$ cat config.mk
export PLATFORM = sky130hd
export DESIGN_NAME = easyaxi_order_ll
export DESIGN_NICKNAME = d
export VERILOG_FILES = /design/src/rtl/easyaxi_order_ll.sv
export SDC_FILE = /design/constraint.sdc
export NUM_CORES = 1
export LEC_CHECK = 0
export CORE_AREA = 2 2 168 170
export DETAILED_ROUTE_END_ITERATION = 10
export DIE_AREA = 0 0 170 172
export PLACE_DENSITY_LB_ADDON = 0.2
export SYNTH_ARGS = -nofsm -noshare
export SYNTH_HDL_FRONTEND = slang
export SYNTH_SLANG_ARGS = --single-unit
$ cat constraint.sdc
create_clock -name clk -period 6.99 [get_ports clk]
set_clock_uncertainty 0.2 [all_clocks]
set_input_delay 0.699 -clock clk [delete_from_list [all_inputs] [get_ports clk]]
set_output_delay 0.699 -clock clk [all_outputs]
set_load 0.005 [all_outputs]
$ cat src/rtl/easyaxi_order_ll.sv
// Shared-pool linked-list order tracker for outstanding AXI transactions.
// Optional duplicate-slot checking is enabled by defining EASYAXI_ORDER_DUP_CHK_EN.
module easyaxi_order_ll #(
    parameter int unsigned OST_DEPTH  = 16,
    parameter int unsigned ID_WIDTH   = 4,
    parameter int unsigned MAX_ID_OST = 8,
    localparam int unsigned PTR_W     = $clog2(OST_DEPTH),
    localparam int unsigned CNT_W     = $clog2(MAX_ID_OST + 1),
    localparam int unsigned OST_W     = PTR_W + 1,
    localparam int unsigned ID_NUM    = 2 ** ID_WIDTH
) (
    input  logic                 clk,
    input  logic                 rst,
    input  logic                 req_valid,
    input  logic                 req_ready,
    input  logic [ID_WIDTH-1:0]  req_id,
    input  logic [PTR_W-1:0]     req_ptr,
    output logic                 req_id_full,
    input  logic                 resp_valid,
    input  logic                 resp_ready,
    input  logic [ID_WIDTH-1:0]  resp_id,
    input  logic                 resp_last,
    output logic [PTR_W-1:0]     resp_ptr,
    output logic                 resp_hit,
    output logic [OST_DEPTH-1:0] resp_bits,
    output logic [OST_W-1:0]     ost_cnt,
    output logic                 err_underflow
`ifdef EASYAXI_ORDER_DUP_CHK_EN
    ,
    output logic                 err_dup_ptr
`endif
);

    logic [PTR_W-1:0] head_q [ID_NUM];
    logic [PTR_W-1:0] tail_q [ID_NUM];
    logic [CNT_W-1:0] cnt_q  [ID_NUM];
    logic [PTR_W-1:0] next_q [OST_DEPTH];

    logic req_hs;
    logic resp_hs;
    logic push;
    logic pop;
    logic same_id;
    logic push_cnt_zero;
    logic pop_cnt_one;

    assign req_id_full = (cnt_q[req_id] == CNT_W'(MAX_ID_OST));
    assign resp_hit    = (cnt_q[resp_id] != '0);
    assign resp_ptr    = resp_hit ? head_q[resp_id] : '0;

    assign req_hs        = req_valid & req_ready;
    assign resp_hs       = resp_valid & resp_ready & resp_last;
    assign pop           = resp_hs & resp_hit;
    assign same_id       = (req_id == resp_id);
    assign push_cnt_zero = (cnt_q[req_id] == '0);
    assign pop_cnt_one   = (cnt_q[resp_id] == CNT_W'(1));

`ifdef EASYAXI_ORDER_DUP_CHK_EN
    logic [OST_DEPTH-1:0] live_q;
    logic                 dup;

    // A slot being freed by this cycle's pop may be reused by this cycle's push
    assign dup  = live_q[req_ptr] & ~(pop & (head_q[resp_id] == req_ptr));
    assign push = req_hs & ~req_id_full & ~dup;

    always_ff @(posedge clk or posedge rst) begin
        if (rst) begin
            live_q      <= '0;
            err_dup_ptr <= 1'b0;
        end else begin
            if (pop) begin
                live_q[head_q[resp_id]] <= 1'b0;
            end
            if (push) begin
                live_q[req_ptr] <= 1'b1;
            end
            if (req_hs && dup) begin
                err_dup_ptr <= 1'b1;
            end
        end
    end
`else
    assign push = req_hs & ~req_id_full;
`endif

    // Per-ID head/tail/count; a later push write to head overrides the pop advance
    always_ff @(posedge clk or posedge rst) begin
        if (rst) begin
            for (int i = 0; i < int'(ID_NUM); i++) begin
                head_q[i] <= '0;
                tail_q[i] <= '0;
                cnt_q[i]  <= '0;
            end
        end else begin
            if (pop) begin
                head_q[resp_id] <= next_q[head_q[resp_id]];
            end
            if (push) begin
                tail_q[req_id] <= req_ptr;
                if (push_cnt_zero || (pop && same_id && pop_cnt_one)) begin
                    head_q[req_id] <= req_ptr;
                end
            end
            if (push && !(pop && same_id)) begin
                cnt_q[req_id] <= cnt_q[req_id] + CNT_W'(1);
            end
            if (pop && !(push && same_id)) begin
                cnt_q[resp_id] <= cnt_q[resp_id] - CNT_W'(1);
            end
        end
    end

    // Link table is fully overwritten before use, so it carries no reset
    always_ff @(posedge clk) begin
        if (push && !push_cnt_zero) begin
            next_q[tail_q[req_id]] <= req_ptr;
        end
    end

    always_ff @(posedge clk or posedge rst) begin
        if (rst) begin
            ost_cnt       <= '0;
            err_underflow <= 1'b0;
        end else begin
            if (push && !pop) begin
                ost_cnt <= ost_cnt + OST_W'(1);
            end else if (pop && !push) begin
                ost_cnt <= ost_cnt - OST_W'(1);
            end
            if (resp_hs && !resp_hit) begin
                err_underflow <= 1'b1;
            end
        end
    end

    always_comb begin
        resp_bits = '0;
        for (int i = 0; i < int'(ID_NUM); i++) begin
            if (cnt_q[i] != '0) begin
                resp_bits[head_q[i]] = 1'b1;
            end
        end
    end

endmodule

**Word level (Yosys, flattened, before mapping)**

Memories as Yosys holds them, arrays and structs flattened.
Cells that the tools add are included.

- Bitwise gates (word level): 23
- Add/sub/neg operators: 4
- Reductions and logical operators: 53
- Equal/unequal tests: 3
- Multiplexer cells: 79
- $lt $le $gt $ge: 36

Operator list:

| cell | count |
|---|---|
| $bwmux 64 | 5 |
| $mux 64 | 5 |
| $mux 16 | 16 |
| $or 16x16->16 | 15 |
| $lt 4x5->1 const B | 16 |
| $reduce_bool 4->1 | 17 |
| $bmux 4 s4 | 4 |
| $demux 1 s4 | 16 |
| $ge 4x1->1 const B | 16 |
| $mux 4 | 11 |
| $demux 4 s4 | 2 |
| $logic_and 1x1->1 | 27 |
| $mux 1 | 18 |
| $ge 5x5->1 const B | 2 |
| $lt 5x1->1 const B | 2 |
| $mux 5 | 2 |
| $not 4->5 | 2 |
| $logic_not 1->1 | 6 |
| $add 5x1->5 const B | 1 |
| $and 1x1->1 | 5 |
| $sub 5x1->5 const B | 1 |
| $add 4x1->4 const B | 1 |
| $eq 4x1->1 const B | 1 |
| $eq 4x4->1 | 1 |
| other kinds (6) | 6 |

- Memory bits (writable): 64
- Input bits: 19
- Register bits after elaboration: 198
- Output and inout bits: 28
- Word-level logic and storage cells: 249
- Memories: 1

Memory list:

| name | words | width | read ports | clocked after Yosys merged registers in | write ports | line | RTL |
|---|---|---|---|---|---|---|---|
| next_q | 16 | 4 | 1 | 0 | 1 | 37 | `logic [PTR_W-1:0] next_q [OST_DEPTH];` |

**Depth between registers and ports, before layout**

Gate-level depths: netlist of run 1.

- Depth in word-level cells: 35
- Gate-level depth with buffers: 19
- Mapped depth without buffers: 15

**Least setup slack after synthesis of run 1**

Ideal clock, no wire load.

- Kind: input -> register
- From: in resp_id[0]
- To: reg ost_cnt[4]
- Path buffers: 4
- Path slack: 2.094 ns
- Library setup time: 0.125 ns
- Cell stages on the path: 19
- Required time: 6.665 ns
- Arrival time: 4.571 ns
- Cell sequence: buf_4 buf_4 buf_6 mux4_2 mux4_2 inv_1 ha_1 and2_1 nand3b_1 nand3_1 clkbuf_1 ha_1 inv_1 fa_1 a21o_1 a21oi_1 xnor2_1 nor2_1 xor2_1

- Cells in the longest elaborated chain, start to end: 9

Ends and longest elaborated chain:

| what | line | RTL |
|---|---|---|
| start: declaration | 21 | `input logic [ID_WIDTH-1:0] resp_id,` |
| $not 4->5 (not written as such) * | 48 | `assign resp_hit = (cnt_q[resp_id] != '0);` |
| $bmux 4 s4 * | 48 |  |
| $mux 4 (not written as such) * (2 in a row) | 48 |  |
| $reduce_bool 4->1 * | 48 |  |
| $and 1x1->1 * | 53 | `assign pop = resp_hs & resp_hit;` |
| $logic_not 1->1 | 125 | `if (push && !pop) begin` |
| $logic_and 1x1->1 | 125 |  |
| $mux 5 / $reduce_bool 2->1 (equally long branches) | n/a |  |
| end signal: assignment | 126 | `ost_cnt <= ost_cnt + OST_W'(1);` |
| end signal: assignment | 128 | `ost_cnt <= ost_cnt - OST_W'(1);` |
| end: declaration | 26 | `output logic [OST_W-1:0] ost_cnt,` |

Mark *: on every way between the ends. The rest lies on a longest branch, timed or not. The select of a mux whose other input is x is not followed.
A chain may end at the register's enable or synchronous reset.

**Worst setup path after layout of run 1**

- From: in resp_id[1]
- To: reg cnt_q[7] (netlist bit)

- Cells in the longest elaborated chain, start to end: 12

Ends and longest elaborated chain:

| what | line | RTL |
|---|---|---|
| $not 4->5 (not written as such) | 48, 108 |  |
| $bmux 4 s4 | 48, 108 |  |
| $mux 4 (not written as such) (2 in a row) | 48, 108 |  |
| $reduce_bool 4->1 | 48 |  |
| $and 1x1->1 | 53 |  |
| $logic_and 1x1->1 | 104 | `if (push && !(pop && same_id)) begin` |
| $logic_not 1->1 | 104 |  |
| $logic_and 1x1->1 | 104 |  |
| $mux 64 | 104 |  |
| $bwmux 64 | 108 | `cnt_q[resp_id] <= cnt_q[resp_id] - CNT_W'(1);` |
| $mux 64 * | 107 | `if (pop && !(push && same_id)) begin` |
| end signal: indexed assignment | 105 | `cnt_q[req_id] <= cnt_q[req_id] + CNT_W'(1);` |
| end signal: indexed assignment | 108 |  |
| end: declaration | 36 | `logic [CNT_W-1:0] cnt_q [ID_NUM];` |

Marks and branches as above.

==> run metrics, run 1 <==
Hold-fix buffers, CTS=0; Setup Buffers After CTS=0; setup TNS=0 ns; register area share after synthesis=0.403; RSZ-0062 raised after global routing=false; max_cap viols=0; Clock Sinks=262; vias in the first global route=14000; clk_lat worst skew=0.56 ns; # setup viols final=0; Total GRT Usage=0.405; Final ANT Viol Nets=0; min Tclk post-route=5.51 ns; VDD IR-drop max=0.297 mV; DRC viols=0; placed cells=1928; largest net degree at the start of global routing=144; crit path DAT=5.74 ns; Hold Crit Class=flop to flop; CTS clk-pin slew, worst paths=0.06 ns; Die H=172 um; worst setup path startpoint=resp_id[1]; core box area=27500 um^2; Tcrit/Tclk final=0.788; routed via count=14800; worst path required time=7.22 ns; GP Congestion=1.02; FF-to-FF End=ost_cnt[4]$_DFFE_PP0P_; Overflow after GRT=0; Boundary Pins=47; Initial Util=0.621; Critical Path End Type=flop; Layout Cells excl Fill=1978; Max Freq=182 MHz; Post-Syn Area=17100 um^2; Top FF cell, synth=dfrtp_1; Crit Reg-Reg Startpoint=cnt_q[52]$_DFF_PP0_; Die X=170 um; nets@finish=1640; initial antenna violation count=2; CTS H-tree lvls=1; layout cell share with drive strength beyond 1=0.161; DR vias/cell=7.47; CTS Buffer Depth=3; Clock Root Buffer=clkbuf_16; FILL cells=2085; first-pass GRT wire length=88200 um; Final HPWL DP=40800 um; Least-Margin Pin Slew=1.42 ns; worst r2r path cells=15; die area=29200 um^2; yosys warns=0; Crit Path Max Fanout=45; Post-synth EDFFs=64; total CTS buffers=27; fin. max-slew vios=0; Finished Core Util=0.675; WL final=58600 um; syn nets=1671; Starting DRT DRC Count=2239; CP Launch Type=input port; relative slew slack=0.0461; CTS tree=yes; P_leak=8.22 nW; antenna cell count=0; Worst Setup Path Type=input port to flop; Port Buffers=46; Rows=61; Post-Syn Area per Cell=10.4 um^2; Synth async-reset ratio=0.756; PostCTS Resize Cnt=0; Wirelength per Cell=29.6 um; router iterations before antenna repair=7; power density over the cells=457 nW/um^2; Hold Fails Final Rpt=0; status=finished, final reports clean; area delta synth->final=8.68%; FF+latch count, synth=262; Cell variety after synth=73; r2r setup slk=2.15 ns; cell count after synthesis=1642; critical path endpoint=cnt_q[7]$_DFF_PP0_
-- registers in the layout, summed over array words and instances, names as in the netlist --
signal	cells
tail_q	64
head_q	64
ost_cnt	5
cnt_q	64
next_q	64
err_underflow	1
-- placed cells by master (no fill, tap or decap), drive strengths merged, types with 40 or more instances in the layout --
| master | netlist | layout |
|---|---|---|
| dfrtp | 198 | 198 |
| nand2 | 128 | 128 |
| and3 | 122 | 122 |
| mux2i | 103 | 103 |
| mux2 | 89 | 89 |
| nor2 | 87 | 87 |
| mux4 | 72 | 72 |
| edfxtp | 64 | 64 |
| a211o | 60 | 60 |
| nor3 | 55 | 55 |
| o22ai | 48 | 48 |
| o21ai | 48 | 48 |
| nand3 | 42 | 42 |
| nor2b | 40 | 40 |
| buf | 36 | 40 |
| clkbuf | 102 | 40 |
-- synth_stat cells, types with 5 or more instances --
cell / number / area share
buf_4: 5 / 0.0022
nor4_1: 28 / 0.010
nor2b_1: 40 / 0.015
a211o_1: 60 / 0.031
mux2i_1: 103 / 0.060
a22oi_1: 11 / 0.0048
clkbuf_1: 102 / 0.022
and3_1: 122 / 0.045
a32oi_1: 9 / 0.0046
ha_1: 9 / 0.0066
buf_1: 9 / 0.0020
nand3_1: 42 / 0.012
o32ai_1: 12 / 0.0062
nor2_1: 87 / 0.019
nand4_1: 8 / 0.0029
a21oi_1: 25 / 0.0073
or4_1: 10 / 0.0044
nand2b_1: 34 / 0.012
dfrtp_1: 198 / 0.29
nor3b_1: 36 / 0.016
or3_1: 16 / 0.0059
nand3b_1: 11 / 0.0048
a211oi_1: 16 / 0.0070
buf_6: 6 / 0.0040
edfxtp_1: 64 / 0.11
nor3_1: 55 / 0.016
inv_1: 28 / 0.0062
o21ai_0: 47 / 0.014
xor2_1: 9 / 0.0046
a21o_1: 6 / 0.0026
buf_2: 16 / 0.0047
and2_1: 6 / 0.0022
mux4_2: 72 / 0.095
o22ai_1: 48 / 0.018
nand2_1: 127 / 0.028
mux2_2: 81 / 0.053
mux2_1: 8 / 0.0053
o211ai_1: 9 / 0.0040
-- cells by family after synthesis --
group | synth area share
multiplexers | 0.214
flip-flops | 0.403
buffers and inverters | 0.0419
adder cells (fa/ha/maj) | 0.00778
AO/OA/AOI/OAI | 0.123
AND/OR/NAND/NOR | 0.203
XOR/XNOR | 0.00668
-- where the power goes --
group / internal, mW / switching [mW]
Clock: 0.909 / 0.618
Combinational: 1.70 / 2.43
Sequential: 1.98 / 0.826
-- stage by stage --
step | hold WS [ns] | total power, mW | cell area [um^2] | setup slack, ns
floorplan | 0.259 | 5.01 | 17100 | 0.694
global placement | 0.251 | 6.70 | 17600 | 1.30
detailed placement | 0.262 | 6.74 | 17600 | 1.19
CTS | 0.286 | 8.28 | 18500 | 1.53
global route | 0.303 | 8.77 | 18500 | 1.29
finish | 0.280 | 8.47 | 18500 | 1.48
-- worst max-delay path, stage by stage --
cell,delay [ns]
buf_2,0.85
mux4_2,0.39
mux4_2,0.55
inv_1,0.14
ha_1,0.25
and2_1,0.17
nand3b_1,0.27
nand3_1,0.44
nor3_1,1.20
nand2_1,0.43
o21ai_0,0.18
o22ai_1,0.11
-- how the worst min path moves through the flow --
stage	to	cells past startpoint	startpoint	slack, ns
2_1_floorplan	err_underflow$_DFFE_PP0P_	1	err_underflow$_DFFE_PP0P_	0.26
3_3_place_gp	err_underflow$_DFFE_PP0P_	1	err_underflow$_DFFE_PP0P_	0.25
3_5_place_dp	err_underflow$_DFFE_PP0P_	1	err_underflow$_DFFE_PP0P_	0.26
4_1_cts	err_underflow$_DFFE_PP0P_	1	err_underflow$_DFFE_PP0P_	0.29
5_1_grt	err_underflow$_DFFE_PP0P_	1	err_underflow$_DFFE_PP0P_	0.30
6_report	err_underflow$_DFFE_PP0P_	1	err_underflow$_DFFE_PP0P_	0.28
-- per-layer routing --
metal / global-route usage / routed length (um) / vias up
li1: - / - / 6196
met1: 0.553 / 22200 / 7222
met2: 0.618 / 25800 / 1100
met3: 0.0909 / 7100 / 261
met4: 0.191 / 3500 / 2
met5: 0.00870 / 10 / -
-- final cells by class --
cell class | instances | area [um^2] | share of cell area
clock buffers | 40 | 805 | 0.0434
clock inverters | 10 | 140 | 0.00756
inverters | 30 | 120 | 0.00648
multi-input cells | 1212 | 9500 | 0.513
flip-flops and latches | 262 | 6880 | 0.371
well taps | 346 | 433 | 0.0234
repair buffers | 78 | 661 | 0.0356
No activity file was read; power rests on OpenSTA's default activity.
==> inputs of run 2 (changes only) <==
--- a/config.mk
+++ b/config.mk
@@ -5,9 +5,9 @@
 export SDC_FILE = /design/constraint.sdc
 export NUM_CORES = 1
 export LEC_CHECK = 0
-export CORE_AREA = 2 2 168 170
+export CORE_AREA = 2 2 176 178
 export DETAILED_ROUTE_END_ITERATION = 10
-export DIE_AREA = 0 0 170 172
+export DIE_AREA = 0 0 178 180
 export PLACE_DENSITY_LB_ADDON = 0.2
 export SYNTH_ARGS = -nofsm -noshare
 export SYNTH_HDL_FRONTEND = slang
==> constraint.sdc (replaced) <==
create_clock -name clk -period 4.6 [get_ports clk]
set_clock_uncertainty 0.2 [all_clocks]
set_input_delay 0.46 -clock clk [delete_from_list [all_inputs] [get_ports clk]]
set_output_delay 0.46 -clock clk [all_outputs]
set_load 0.005 [all_outputs]
==> run metrics, run 2 (synthesis gave the netlist of run 1 again) <==
status=finished, final reports clean; fin. max-slew vios=0 (unchanged); relative slew slack=0.237 (+0.190); Overflow after GRT=0 (unchanged); Die H=180 um (+4.7%); VDD IR-drop max=0.406 mV (+37%); CP top delay family=simple AND/OR/NAND/NOR gates; CTS Buffer Depth=3 (unchanged); P_leak=8.42 nW (+2.5%); Max Freq=220 MHz; Critical Path End Type=output pin; WL final=60000 um (+2.4%); Switch Pwr=6.01 mW (+55%); Switching Share=0.459 (+0.00104); Crit Path Max Fanout=5 (-89%); Wirelength per Cell=29.0 um (-2.1%); RSZ-0062 raised after global routing=false; Clock power frac=0.182 (+0.002); largest net degree at the start of global routing=99 (-31%); vias in the first global route=14400 (+3.0%); Hold Crit Class=input port to async pin; die area=32000 um^2 (+9.6%); area delta synth->final=10.9%; total CTS buffers=29 (+7.4%); Crit-path slowest cell=or4_1; Total GRT Usage=0.376 (-0.0289); Hold Fails Final Rpt=0 (unchanged); crit path DAT=3.89 ns (-1.85 ns); Post-DP Area=17900 um^2 (+2.0%); nets@finish=1679 (+2.4%); core box area=30200 um^2 (+9.9%); Rows=64 (+4.9%); power density over the cells=692 nW/um^2 (+51%); max_cap viols=0 (unchanged); commonest non-fill, non-tap cells in the layout=dfrtp_1, nand2_1, and3_1; CTS tree=yes; CP Launch Type=flop; Initial Util=0.565 (-0.0558); min Tclk post-route=4.55 ns; post-route design area=18900 um^2 (+2.1%); worst path required time=3.94 ns (-3.28 ns); GP Congestion=1.01 (-0.77%); Boundary Pins=47 (unchanged); Tcrit/Tclk final=0.990; clk_lat worst skew=0.58 ns (+0.02 ns); Clock Root Buffer=clkbuf_16; antenna cell count=0 (unchanged); critical path, cell by cell=or4_1 > nand3b_1 > nor3_1 > a2111oi_1 > nand4_1 > or4_1 > clkdlybuf4s50_1; Worst Setup Path Type=flop to output pin; layout cell share with drive strength beyond 1=0.179 (+0.0182); power share of the combinational group=0.490 (+0.002); most used cell, CP=or4_1; router iterations before antenna repair=6 (-1); # setup viols final=0 (unchanged); Port Buffers=46 (unchanged); setup TNS=0 ns (unchanged); DR vias/cell=7.19 (-3.8%); routed via count=14900 (+0.62%); Int Pwr=7.09 mW (+54%); CTS H-tree lvls=1 (unchanged); Least-Margin Pin Slew=1.14 ns (-0.281 ns); initial antenna violation count=0 (-2); Clock Sinks=262 (unchanged); CP max stage delay=0.69 ns (-0.51 ns); CTS clk-pin slew, worst paths=0.06 ns (about the same); Final ANT Viol Nets=0 (unchanged); first-pass GRT wire length=90800 um (+2.9%); Starting DRT DRC Count=2206 (-1.5%); Crit path buffers/inverters=1 (-1); Final HPWL DP=42500 um (+4.2%); commonest non-fill, non-tap cell in the layout=dfrtp_1; DRC viols=0 (unchanged); FILL cells=2479 (+19%); Die X=178 um (+4.7%); Setup Buffers After CTS=0 (unchanged); Sequential Power Share=0.329 (-0.003)
run 2: cell types whose count changed in the layout (fill, tap and decap cells not counted), sizes merged:
cell,previous run,this run
clkinvlp,0,2
clkbuf,40,34
buf,40,77
clkinv,7,14
inv,30,31
run 2: through the flow:
step,total power [mW],utilization,hold slack (ns),setup slack [ns],instances
floorplan,7.62,-,0.259,0.0653,1642
global placement,10.4,0.594,0.253,0.278,2015
detailed placement,10.5,0.594,0.268,0.227,2015
CTS,12.9,0.627,0.159,0.0814,2069
global route,13.6,0.627,0.225,0.0228,2069
finish,13.1,0.627,0.136,0.0476,2069
run 2: path summary, 6_finish.rpt:
check	cells after the start	endpoint	from	slack, ns
worst max register to register	12	head_q[51]$_DFF_PP0_	cnt_q[16]$_DFF_PP0_	0.55
max in group asynchronous	3	cnt_q[44]$_DFF_PP0_	rst	3.06
worst min-delay path	2	tail_q[20]$_DFFE_PP0P_	rst	0.14
min in group clk	1	err_underflow$_DFFE_PP0P_	err_underflow$_DFFE_PP0P_	0.28
worst min register to register	1	err_underflow$_DFFE_PP0P_	err_underflow$_DFFE_PP0P_	0.28
worst max-delay path	7	resp_bits[1]	cnt_q[57]$_DFF_PP0_	0.05
run 2: layout make-up:
cell class                 instances  area [um^2]  share of cell area
inverter                          30          116             0.00615
timing repair buffer             115          976              0.0516
clock inverter                    20          201              0.0106
clock buffer                      34          774              0.0409
tap                              396          495              0.0262
sequential                       262         6880               0.363
multi-input combinational       1212         9480               0.501
run 2: repair_timing:
action | 4_1_cts | 5_1_grt
hold buffers | 0 | 0
gates resized for setup | 1 | 0
setup endpoints to repair | 1 | 0
run 2: power by group through the flow:
| stage | logic, mW | registers, mW | clock network, mW |
|---|---|---|---|
| after CTS | 6.25 | 4.20 | 2.40 |
| after global routing | 6.75 | 4.33 | 2.49 |
| after detailed placement | 6.21 | 4.24 | 0 |
| final | 6.41 | 4.30 | 2.38 |
| after floorplan | 4.17 | 3.45 | 0 |
| after global placement | 6.19 | 4.23 | 0 |
run 2: per-layer routing:
metal,wire (um),vias up,track usage
met4,3450,0,0.178
met3,6430,230,0.0702
met2,26300,1016,0.549
met1,23800,7361,0.542
met5,0,-,0
li1,-,6266,-
